===== config.mk =====
export PLATFORM = sky130hd
export DESIGN_NAME = jtframe_neptuno_db9
export DESIGN_NICKNAME = d
export VERILOG_FILES = /design/src/rtl/jtframe_db9_pkg.sv /design/src/rtl/jtframe_db9_decode.sv /design/src/rtl/jtframe_neptuno_db9.sv
export SDC_FILE = /design/constraint.sdc
export NUM_CORES = 1
export LEC_CHECK = 0
export CELL_PAD_IN_SITES_DETAIL_PLACEMENT = 0
export CELL_PAD_IN_SITES_GLOBAL_PLACEMENT = 1
export CORE_MARGIN = 1
export CORE_UTILIZATION = 43
export CTS_CLUSTER_DIAMETER = 120
export DETAILED_ROUTE_END_ITERATION = 8
export GPL_TIMING_DRIVEN = 0
export PLACE_DENSITY_LB_ADDON = 0.1
export REMOVE_ABC_BUFFERS = 1
export SLEW_MARGIN = 20
export SYNTH_ARGS = -nofsm -noshare
export SYNTH_HDL_FRONTEND = slang
export SYNTH_HIERARCHICAL = 1
export SYNTH_SLANG_ARGS = --single-unit

===== constraint.sdc =====
create_clock -name clk -period 2.75 [get_ports clk]
set_clock_uncertainty 0.15 [all_clocks]
set_input_delay 0.55 -clock clk [delete_from_list [all_inputs] [get_ports clk]]
set_output_delay 0.55 -clock clk [all_outputs]
set_load 0.01 [all_outputs]

===== src/rtl/jtframe_db9_pkg.sv =====
// -----------------------------------------------------------------------------
// jtframe_db9_pkg
// Shared constants for the Neptuno/MC2 DB9 front end: joystick word bit
// positions, raw pad-line positions inside one port's slice of the serial
// chain, Megadrive SELECT phase numbers and the scan FSM state encoding.
//
// Build option: JTFRAME_DB9_6BTN_EN
//   defined   - full 8-phase Megadrive sequence, X/Y/Z/Mode and six-button
//               detection active.
//   undefined - only phases 0 and 1 are scanned; X/Y/Z/Mode and the
//               six-button flags are forced to 0.
// -----------------------------------------------------------------------------
package jtframe_db9_pkg;

    // Active-high joystick word layout
    localparam int JOY_RIGHT = 0;
    localparam int JOY_LEFT  = 1;
    localparam int JOY_DOWN  = 2;
    localparam int JOY_UP    = 3;
    localparam int JOY_A     = 4;
    localparam int JOY_X     = 5;
    localparam int JOY_C     = 6;
    localparam int JOY_B     = 7;
    localparam int JOY_Y     = 8;
    localparam int JOY_Z     = 9;
    localparam int JOY_START = 10;
    localparam int JOY_MODE  = 11;

    // Order in which a port's lines come out of the shift register
    localparam int RAW_U  = 0;
    localparam int RAW_D  = 1;
    localparam int RAW_L  = 2;
    localparam int RAW_R  = 3;
    localparam int RAW_P6 = 4;
    localparam int RAW_P9 = 5;

    // SELECT phases (even phases drive SELECT high)
    localparam logic [2:0] PH_DIR0 = 3'd0;
    localparam logic [2:0] PH_ABS  = 3'd1;
    localparam logic [2:0] PH_DIR2 = 3'd2;
    localparam logic [2:0] PH_DIR4 = 3'd4;
    localparam logic [2:0] PH_ID   = 3'd5;
    localparam logic [2:0] PH_EXT  = 3'd6;

`ifdef JTFRAME_DB9_6BTN_EN
    localparam logic [2:0]  PH_LAST  = 3'd7;
    localparam logic [11:0] JOY_MASK = 12'hFFF;
    localparam logic        SIX_EN   = 1'b1;
`else
    localparam logic [2:0]  PH_LAST  = 3'd1;
    // X, Y, Z and Mode do not exist on a two-phase scan
    localparam logic [11:0] JOY_MASK = 12'h4DF;
    localparam logic        SIX_EN   = 1'b0;
`endif

    typedef enum logic [2:0] {
        ST_GAP,
        ST_SEL,
        ST_SETTLE,
        ST_LOAD,
        ST_SHLO,
        ST_SHHI,
        ST_NEXT,
        ST_DONE
    } db9_state_e;

endpackage


===== src/rtl/jtframe_db9_decode.sv =====
// -----------------------------------------------------------------------------
// jtframe_db9_decode
// Per-port Megadrive decoder. Accumulates one frame of SELECT phases into a
// shadow word and publishes it only on commit, so the outputs never show a
// partially scanned frame.
//
// Ports:
//   clk, rst_n  clock, synchronous active-low reset
//   phase_i     SELECT phase the raw lines belong to
//   raw_i       U,D,L,R,pin6,pin9 as read from the chain (active low)
//   strobe_i    raw_i is complete for phase_i
//   commit_i    copy shadow state to the outputs
//   joy_o       active-high joystick word
//   six_o       six-button pad detected
//
// Build option: JTFRAME_DB9_6BTN_EN enables phases 5/6 decoding.
// -----------------------------------------------------------------------------
module jtframe_db9_decode
    import jtframe_db9_pkg::*;
(
    input  logic        clk,
    input  logic        rst_n,
    input  logic [2:0]  phase_i,
    input  logic [5:0]  raw_i,
    input  logic        strobe_i,
    input  logic        commit_i,
    output logic [11:0] joy_o,
    output logic        six_o
);

    logic [5:0]  act;
    logic [11:0] sh_q;
    logic [11:0] joy_q;
    logic        six_sh_q;
    logic        six_q;

    assign act = ~raw_i;

    always_ff @(posedge clk) begin
        if (!rst_n) begin
            sh_q     <= '0;
            joy_q    <= '0;
            six_sh_q <= 1'b0;
            six_q    <= 1'b0;
        end else begin
            if (strobe_i) begin
                case (phase_i)
                    // SELECT high: directions, B, C
                    PH_DIR0, PH_DIR2, PH_DIR4: begin
                        sh_q[JOY_UP]    <= act[RAW_U];
                        sh_q[JOY_DOWN]  <= act[RAW_D];
                        sh_q[JOY_LEFT]  <= act[RAW_L];
                        sh_q[JOY_RIGHT] <= act[RAW_R];
                        sh_q[JOY_B]     <= act[RAW_P6];
                        sh_q[JOY_C]     <= act[RAW_P9];
                    end
                    // SELECT low: A and Start on the fire pins
                    PH_ABS: begin
                        sh_q[JOY_A]     <= act[RAW_P6];
                        sh_q[JOY_START] <= act[RAW_P9];
                    end
`ifdef JTFRAME_DB9_6BTN_EN
                    // A six-button pad pulls all four directions low here
                    PH_ID: six_sh_q <= (raw_i[RAW_R:RAW_U] == 4'b0000);
                    // Extra buttons; cleared for a 3-button pad so a swap
                    // between pads cannot leave stale bits behind
                    PH_EXT: begin
                        sh_q[JOY_Z]    <= six_sh_q & act[RAW_U];
                        sh_q[JOY_Y]    <= six_sh_q & act[RAW_D];
                        sh_q[JOY_X]    <= six_sh_q & act[RAW_L];
                        sh_q[JOY_MODE] <= six_sh_q & act[RAW_R];
                    end
`endif
                    default: ;
                endcase
            end
            if (commit_i) begin
                joy_q <= sh_q & JOY_MASK;
                six_q <= six_sh_q & SIX_EN;
            end
        end
    end

    assign joy_o = joy_q;
    assign six_o = six_q;

endmodule


===== src/rtl/jtframe_neptuno_db9.sv =====
// -----------------------------------------------------------------------------
// jtframe_neptuno_db9
// Serial front end for the two DB9 ports on Neptuno/MC2 boards. Runs the
// external parallel-in shift register (joy_load/joy_clk/joy_data) and the
// shared Megadrive SELECT line through the multiplex sequence, then hands
// each port's lines to a jtframe_db9_decode instance.
//
// Ports:
//   clk, rst_n    clock, synchronous active-low reset
//   joy_clk       shift-register clock to the board
//   joy_load      shift-register parallel load, active low
//   joy_data      serial data from the board (pad lines active low)
//   joy_select    Megadrive SELECT, shared by both ports
//   joy1, joy2    active-high 12-bit joystick words
//   six1, six2    six-button pad detected
//   frame_ok      one-cycle pulse in the cycle joy1/joy2 update
//
// Parameters: CLKDIV (clk per joy_clk half period / load pulse), SETTLE
// (clk after a SELECT change), GAP (idle clk between frames).
//
// Build option: JTFRAME_DB9_6BTN_EN selects the 8-phase six-button scan;
// without it only phases 0 and 1 run.
// -----------------------------------------------------------------------------
module jtframe_neptuno_db9
    import jtframe_db9_pkg::*;
#(
    parameter int CLKDIV = 8,
    parameter int SETTLE = 16,
    parameter int GAP    = 24000
) (
    input  logic        clk,
    input  logic        rst_n,
    output logic        joy_clk,
    output logic        joy_load,
    input  logic        joy_data,
    output logic        joy_select,
    output logic [11:0] joy1,
    output logic [11:0] joy2,
    output logic        six1,
    output logic        six2,
    output logic        frame_ok
);

    localparam int CMAX0 = (GAP > SETTLE) ? GAP : SETTLE;
    localparam int CMAX  = (CMAX0 > CLKDIV) ? CMAX0 : CLKDIV;
    localparam int CW    = (CMAX > 1) ? $clog2(CMAX) : 1;

    localparam logic [CW-1:0] GAP_M1    = CW'(GAP - 1);
    localparam logic [CW-1:0] SETTLE_M1 = CW'(SETTLE - 1);
    localparam logic [CW-1:0] DIV_M1    = CW'(CLKDIV - 1);

    db9_state_e    state_q;
    logic [CW-1:0] cnt_q;
    logic [3:0]    bit_q;
    logic [2:0]    phase_q;
    logic [5:0]    raw1_q;
    logic [5:0]    raw2_q;
    logic          joy_clk_q;
    logic          joy_load_q;
    logic          joy_select_q;
    logic          frame_ok_q;

    always_ff @(posedge clk) begin
        if (!rst_n) begin
            state_q      <= ST_GAP;
            cnt_q        <= '0;
            bit_q        <= '0;
            phase_q      <= '0;
            raw1_q       <= '1;
            raw2_q       <= '1;
            joy_clk_q    <= 1'b0;
            joy_load_q   <= 1'b1;
            joy_select_q <= 1'b1;
            frame_ok_q   <= 1'b0;
        end else begin
            // Board pins are registered from the current state, so each pin
            // window trails its state by one clk and keeps its full length.
            // Data is sampled at the end of the SHLO state, always at least
            // one clk after the rising joy_clk edge that shifted it out.
            joy_clk_q  <= (state_q == ST_SHHI);
            joy_load_q <= (state_q != ST_LOAD);
            frame_ok_q <= (state_q == ST_DONE);

            case (state_q)
                ST_GAP: begin
                    joy_select_q <= 1'b1;
                    if (cnt_q == GAP_M1) begin
                        cnt_q   <= '0;
                        phase_q <= '0;
                        state_q <= ST_SEL;
                    end else begin
                        cnt_q <= cnt_q + 1'b1;
                    end
                end
                ST_SEL: begin
                    joy_select_q <= ~phase_q[0];
                    cnt_q        <= '0;
                    state_q      <= ST_SETTLE;
                end
                ST_SETTLE: begin
                    if (cnt_q == SETTLE_M1) begin
                        cnt_q   <= '0;
                        state_q <= ST_LOAD;
                    end else begin
                        cnt_q <= cnt_q + 1'b1;
                    end
                end
                ST_LOAD: begin
                    if (cnt_q == DIV_M1) begin
                        cnt_q   <= '0;
                        bit_q   <= '0;
                        state_q <= ST_SHLO;
                    end else begin
                        cnt_q <= cnt_q + 1'b1;
                    end
                end
                ST_SHLO: begin
                    if (cnt_q == DIV_M1) begin
                        cnt_q   <= '0;
                        state_q <= ST_SHHI;
                        // Bits 6/7 of each port slice are pad pins we ignore
                        if (bit_q[2:0] < 3'd6) begin
                            if (bit_q[3]) raw2_q[bit_q[2:0]] <= joy_data;
                            else          raw1_q[bit_q[2:0]] <= joy_data;
                        end
                    end else begin
                        cnt_q <= cnt_q + 1'b1;
                    end
                end
                ST_SHHI: begin
                    if (cnt_q == DIV_M1) begin
                        cnt_q <= '0;
                        if (bit_q == 4'd15) begin
                            state_q <= ST_NEXT;
                        end else begin
                            bit_q   <= bit_q + 1'b1;
                            state_q <= ST_SHLO;
                        end
                    end else begin
                        cnt_q <= cnt_q + 1'b1;
                    end
                end
                ST_NEXT: begin
                    if (phase_q == PH_LAST) begin
                        state_q <= ST_DONE;
                    end else begin
                        phase_q <= phase_q + 1'b1;
                        state_q <= ST_SEL;
                    end
                end
                ST_DONE: begin
                    cnt_q   <= '0;
                    state_q <= ST_GAP;
                end
                default: state_q <= ST_GAP;
            endcase
        end
    end

    logic strobe;
    logic commit;

    // raw*_q is complete in NEXT; the last phase is decoded before DONE
    assign strobe = (state_q == ST_NEXT);
    assign commit = (state_q == ST_DONE);

    jtframe_db9_decode u_dec1 (
        .clk      (clk),
        .rst_n    (rst_n),
        .phase_i  (phase_q),
        .raw_i    (raw1_q),
        .strobe_i (strobe),
        .commit_i (commit),
        .joy_o    (joy1),
        .six_o    (six1)
    );

    jtframe_db9_decode u_dec2 (
        .clk      (clk),
        .rst_n    (rst_n),
        .phase_i  (phase_q),
        .raw_i    (raw2_q),
        .strobe_i (strobe),
        .commit_i (commit),
        .joy_o    (joy2),
        .six_o    (six2)
    );

    assign joy_clk    = joy_clk_q;
    assign joy_load   = joy_load_q;
    assign joy_select = joy_select_q;
    assign frame_ok   = frame_ok_q;

endmodule


==> results by group <==
Status
  • Run status: finished clean

STA
  • Slew margin rel.: 57.5%
  • Crit path time final: 2.59 ns
  • Measured slew at the worst slew-check pin: 0.636 ns
  • Final period util: 94.2%
  • Max-slew violation count: 0
  • Endpoints failing setup: 0
  • Final Hold Vio Count: 0
  • Fmax: 386 MHz
  • Final worst slack: 0.158 ns

Global routing
  • GRT Total Usage: 16.5%
  • Antenna violations before repair: 0
  • Largest net degree at the start of global routing: 50
  • Number of global-route vias before repair: 2214
  • Total congestion overflow: 0
  • First-pass GRT wire length: 10.9 mm

Logic synthesis
  • #FFs+latches synth: 73
  • EDFF count, synth: 0
  • Synthesized instance count: 371
  • Synth top area share: 43.2%
  • Post-synth cell types: 49
  • Asr flop ratio synth: 0%
  • Synth top area cells: dfxtp_1 43%, mux2i_1 11%, nand2_1 5.1%, nor2b_1 4.3%, xor2_1 3.1%
  • Yosys warnings: 6
  • Area leader, netlist: dfxtp_1
  • Sequential element share of the synthesized area: 43.2%
  • Average size of a mapped cell: 9.11 µm²
  • Mapped Area: 0.00338 mm²
  • Top FF cell, synth: dfxtp_1

Worst hold path
  • Worst min path class: flip-flop to flip-flop
  • Endpoint, Worst Hold: u_dec2/sh_q[10]
  • Worst Min Path Start: u_dec2/sh_q[10]
  • Worst hold stages: 2

Critical path
  • Cells on worst reg2reg path: 5
  • CP arrival: 2.66 ns
  • Startpoint types: flip-flop
  • R2R setup slack: 0.16 ns
  • Crit path kind: flip-flop to flip-flop
  • Critical Path End Type: flip-flop
  • RR Endpoint: cnt_q[4]
  • Critical Path RT: 2.82 ns
  • CP Max Fanout: 15
  • R2R Path Start: state_q[0]

CTS
  • CTS tree: done
  • Worst-path clk slew: 0.08 ns
  • Clock Sinks: 73
  • H-tree depth: 3
  • Root Driver: clkbuf_8
  • CTS buffer count: 9
  • Clk_lat worst skew: 0.34 ns
  • Clk buf depth: 2

Place
  • Worst slack, placed: 0.108 ns
  • Port Buf Inserts: 22
  • Detailed placement HPWL: 4.16 mm
  • Inst Count DP: 473
  • Routability cong.: 0.747
  • Placed cell areas: 0.00362 mm²

Final layout
  • Antenna Cells: 0
  • Area delta synth->final: 14.8%
  • NumNets Final: 392
  • Final instance area: 0.00388 mm²
  • Reg area: 0.00146 mm²
  • Area of the multi-input gates: 0.00178 mm²
  • Post-Route Utilization: 52.4%
  • Filler cells: 683
  • Final Non-Filler Cells: 489
  • Share of layout cells above drive strength 1: 7.44%

Power
  • VDD IR-drop max: 0.360 mV
  • Total power: 2.36 mW
  • Clock Power Share: 44.0%
  • P per Cell Area: 609 mW/mm²
  • Combinational Power Share: 8.5%
  • Switching Fraction: 25.1%
  • Sw Pwr: 0.594 mW
  • Int Power: 1.77 mW
  • P_leak: 1.28 nW
  • Flop pwr share: 47.5%

Routing
  • Final WL: 6.19 mm
  • Drt pass-1 iters: 4
  • Routed length per placed instance: 12.7 µm
  • Initial DRC count: 80
  • Vias: 2468
  • Drt drc: 0
  • Via density per instance: 5.05
  • Final ANT Viol Nets: 0

Die
  • DIE HEIGHT: 90.7 µm
  • Core area: 0.00741 mm²
  • Chip width: 90.7 µm
  • Die ar.: 0.00822 mm²
  • Num rows: 31
  • Initial core utilization: 45.6%
  • Number of top-level pins: 33

Flow run
  • Max Cap Viol: 0
cell families after synthesis:
| family | share of synthesized area [%] |
|---|---|
| and+or+nand+nor | 25.1 |
| DFF | 43.2 |
| AOI/OAI and AO/OA | 10.0 |
| muxes | 10.7 |
| buffers and inverters | 5.37 |
| xor gates and xnor gates | 3.89 |
| adders and majority gates | 1.48 |
| other | 0.222 |
placed cells by master, fill, tap and decap left out, types with 12 or more instances in the layout:
cell type	n
clkdlybuf4s50_1	21
o21ai_0	14
nor2_1	22
nor2b_1	23
nand2b_1	14
nand2_1	46
mux2i_1	36
nand3_1	13
xor2_1	12
dfxtp_1	73
power by group through the flow:
| stage | Sequential [mW] | Combinational, mW | Clock (mW) |
|---|---|---|---|
| 2_1_floorplan | 1.14 | 0.142 | 0 |
| 3_3_place_gp | 1.15 | 0.190 | 0 |
| 3_5_place_dp | 1.15 | 0.194 | 0 |
| 4_1_cts | 1.12 | 0.194 | 1.07 |
| 5_1_grt | 1.13 | 0.225 | 1.12 |
| 6_report | 1.12 | 0.200 | 1.04 |
synthesized netlist by cell type (2+ instances only):
master	count
nor3_1	8
clkbuf_1	13
conb_1	2
nor2b_1	23
a21boi_0	2
inv_1	7
and2_1	3
nand3_1	13
xnor2_1	3
or2_2	2
and4_1	2
dfxtp_1	73
nor4b_1	2
o21ai_0	14
o311ai_0	8
xor2_1	12
nand3b_1	4
and3_1	2
ha_1	4
a211oi_4	2
nor4b_2	2
nand2_1	46
nor2_1	23
or4_1	4
a21oi_1	8
nand4_1	6
mux2i_1	36
buf_4	10
nand2b_1	14
buf_2	4
per-layer routing:
metal  vias up  wire length [µm]  share of wire, %  track usage [%]
met1      1127              3380                55             24.4
met2        34              2550                41             22.7
met4         0                85               1.4             6.45
met5         -                 0                 0                0
met3         7               175               2.8             4.04
li1       1300                 -                 -                -
area by class of cell:
cell class	count	share of cell area [%]
flip-flops and latches	73	37.7
clock buffers	9	3.19
clock inverters	7	3.22
inverters	7	0.677
well taps	99	3.19
multi-input cells	271	46.0
repair buffers	23	6.06
worst max-delay path: stages, from the launching register on:
cell      delay (ns)
dfxtp_1         0.46
or4b_1          0.54
or4_1           0.53
or4_1           0.47
o211ai_4        0.23
nor2_1          0.10
state kept, by name, summed over array words and instances, names as in the netlist:
signal / flops
u_dec2/sh_q: 8
cnt_q: 15
frame_ok: 1
bit_q: 4
state_q: 3
phase_q: 3
u_dec1/joy_o: 8
raw2_q: 6
raw1_q: 6
u_dec1/sh_q: 8
joy_load: 1
joy_clk: 1
u_dec2/joy_o: 8
joy_select: 1
metrics by stage:
stage | TNS [ns] | hold slack, ns
global placement | -40.39 | 0.296
floorplan | 0 | 0.281
finish | 0 | 0.309
global route | -0.00231 | 0.332
CTS | 0 | 0.313
detailed placement | 0 | 0.298
timing repair:
action,CTS,global route
setup endpoints to repair,0,10
buffers inserted,0,0
hold buffers,0,0
resized for setup,0,1
how the worst max path moves through the flow:
stage          startpoint   endpoint  slack [ns]  cells past startpoint
2_1_floorplan  state_q[0]   cnt_q[0]        0.35                      5
3_3_place_gp        rst_n   cnt_q[1]       -1.36                      5
3_5_place_dp   state_q[0]  cnt_q[12]        0.11                      5
4_1_cts        state_q[0]   cnt_q[3]         0.1                      5
5_1_grt        state_q[0]   cnt_q[8]      -0.001                      5
6_report       state_q[0]   cnt_q[4]        0.16                      5
(Power assumes the default switching activity.)
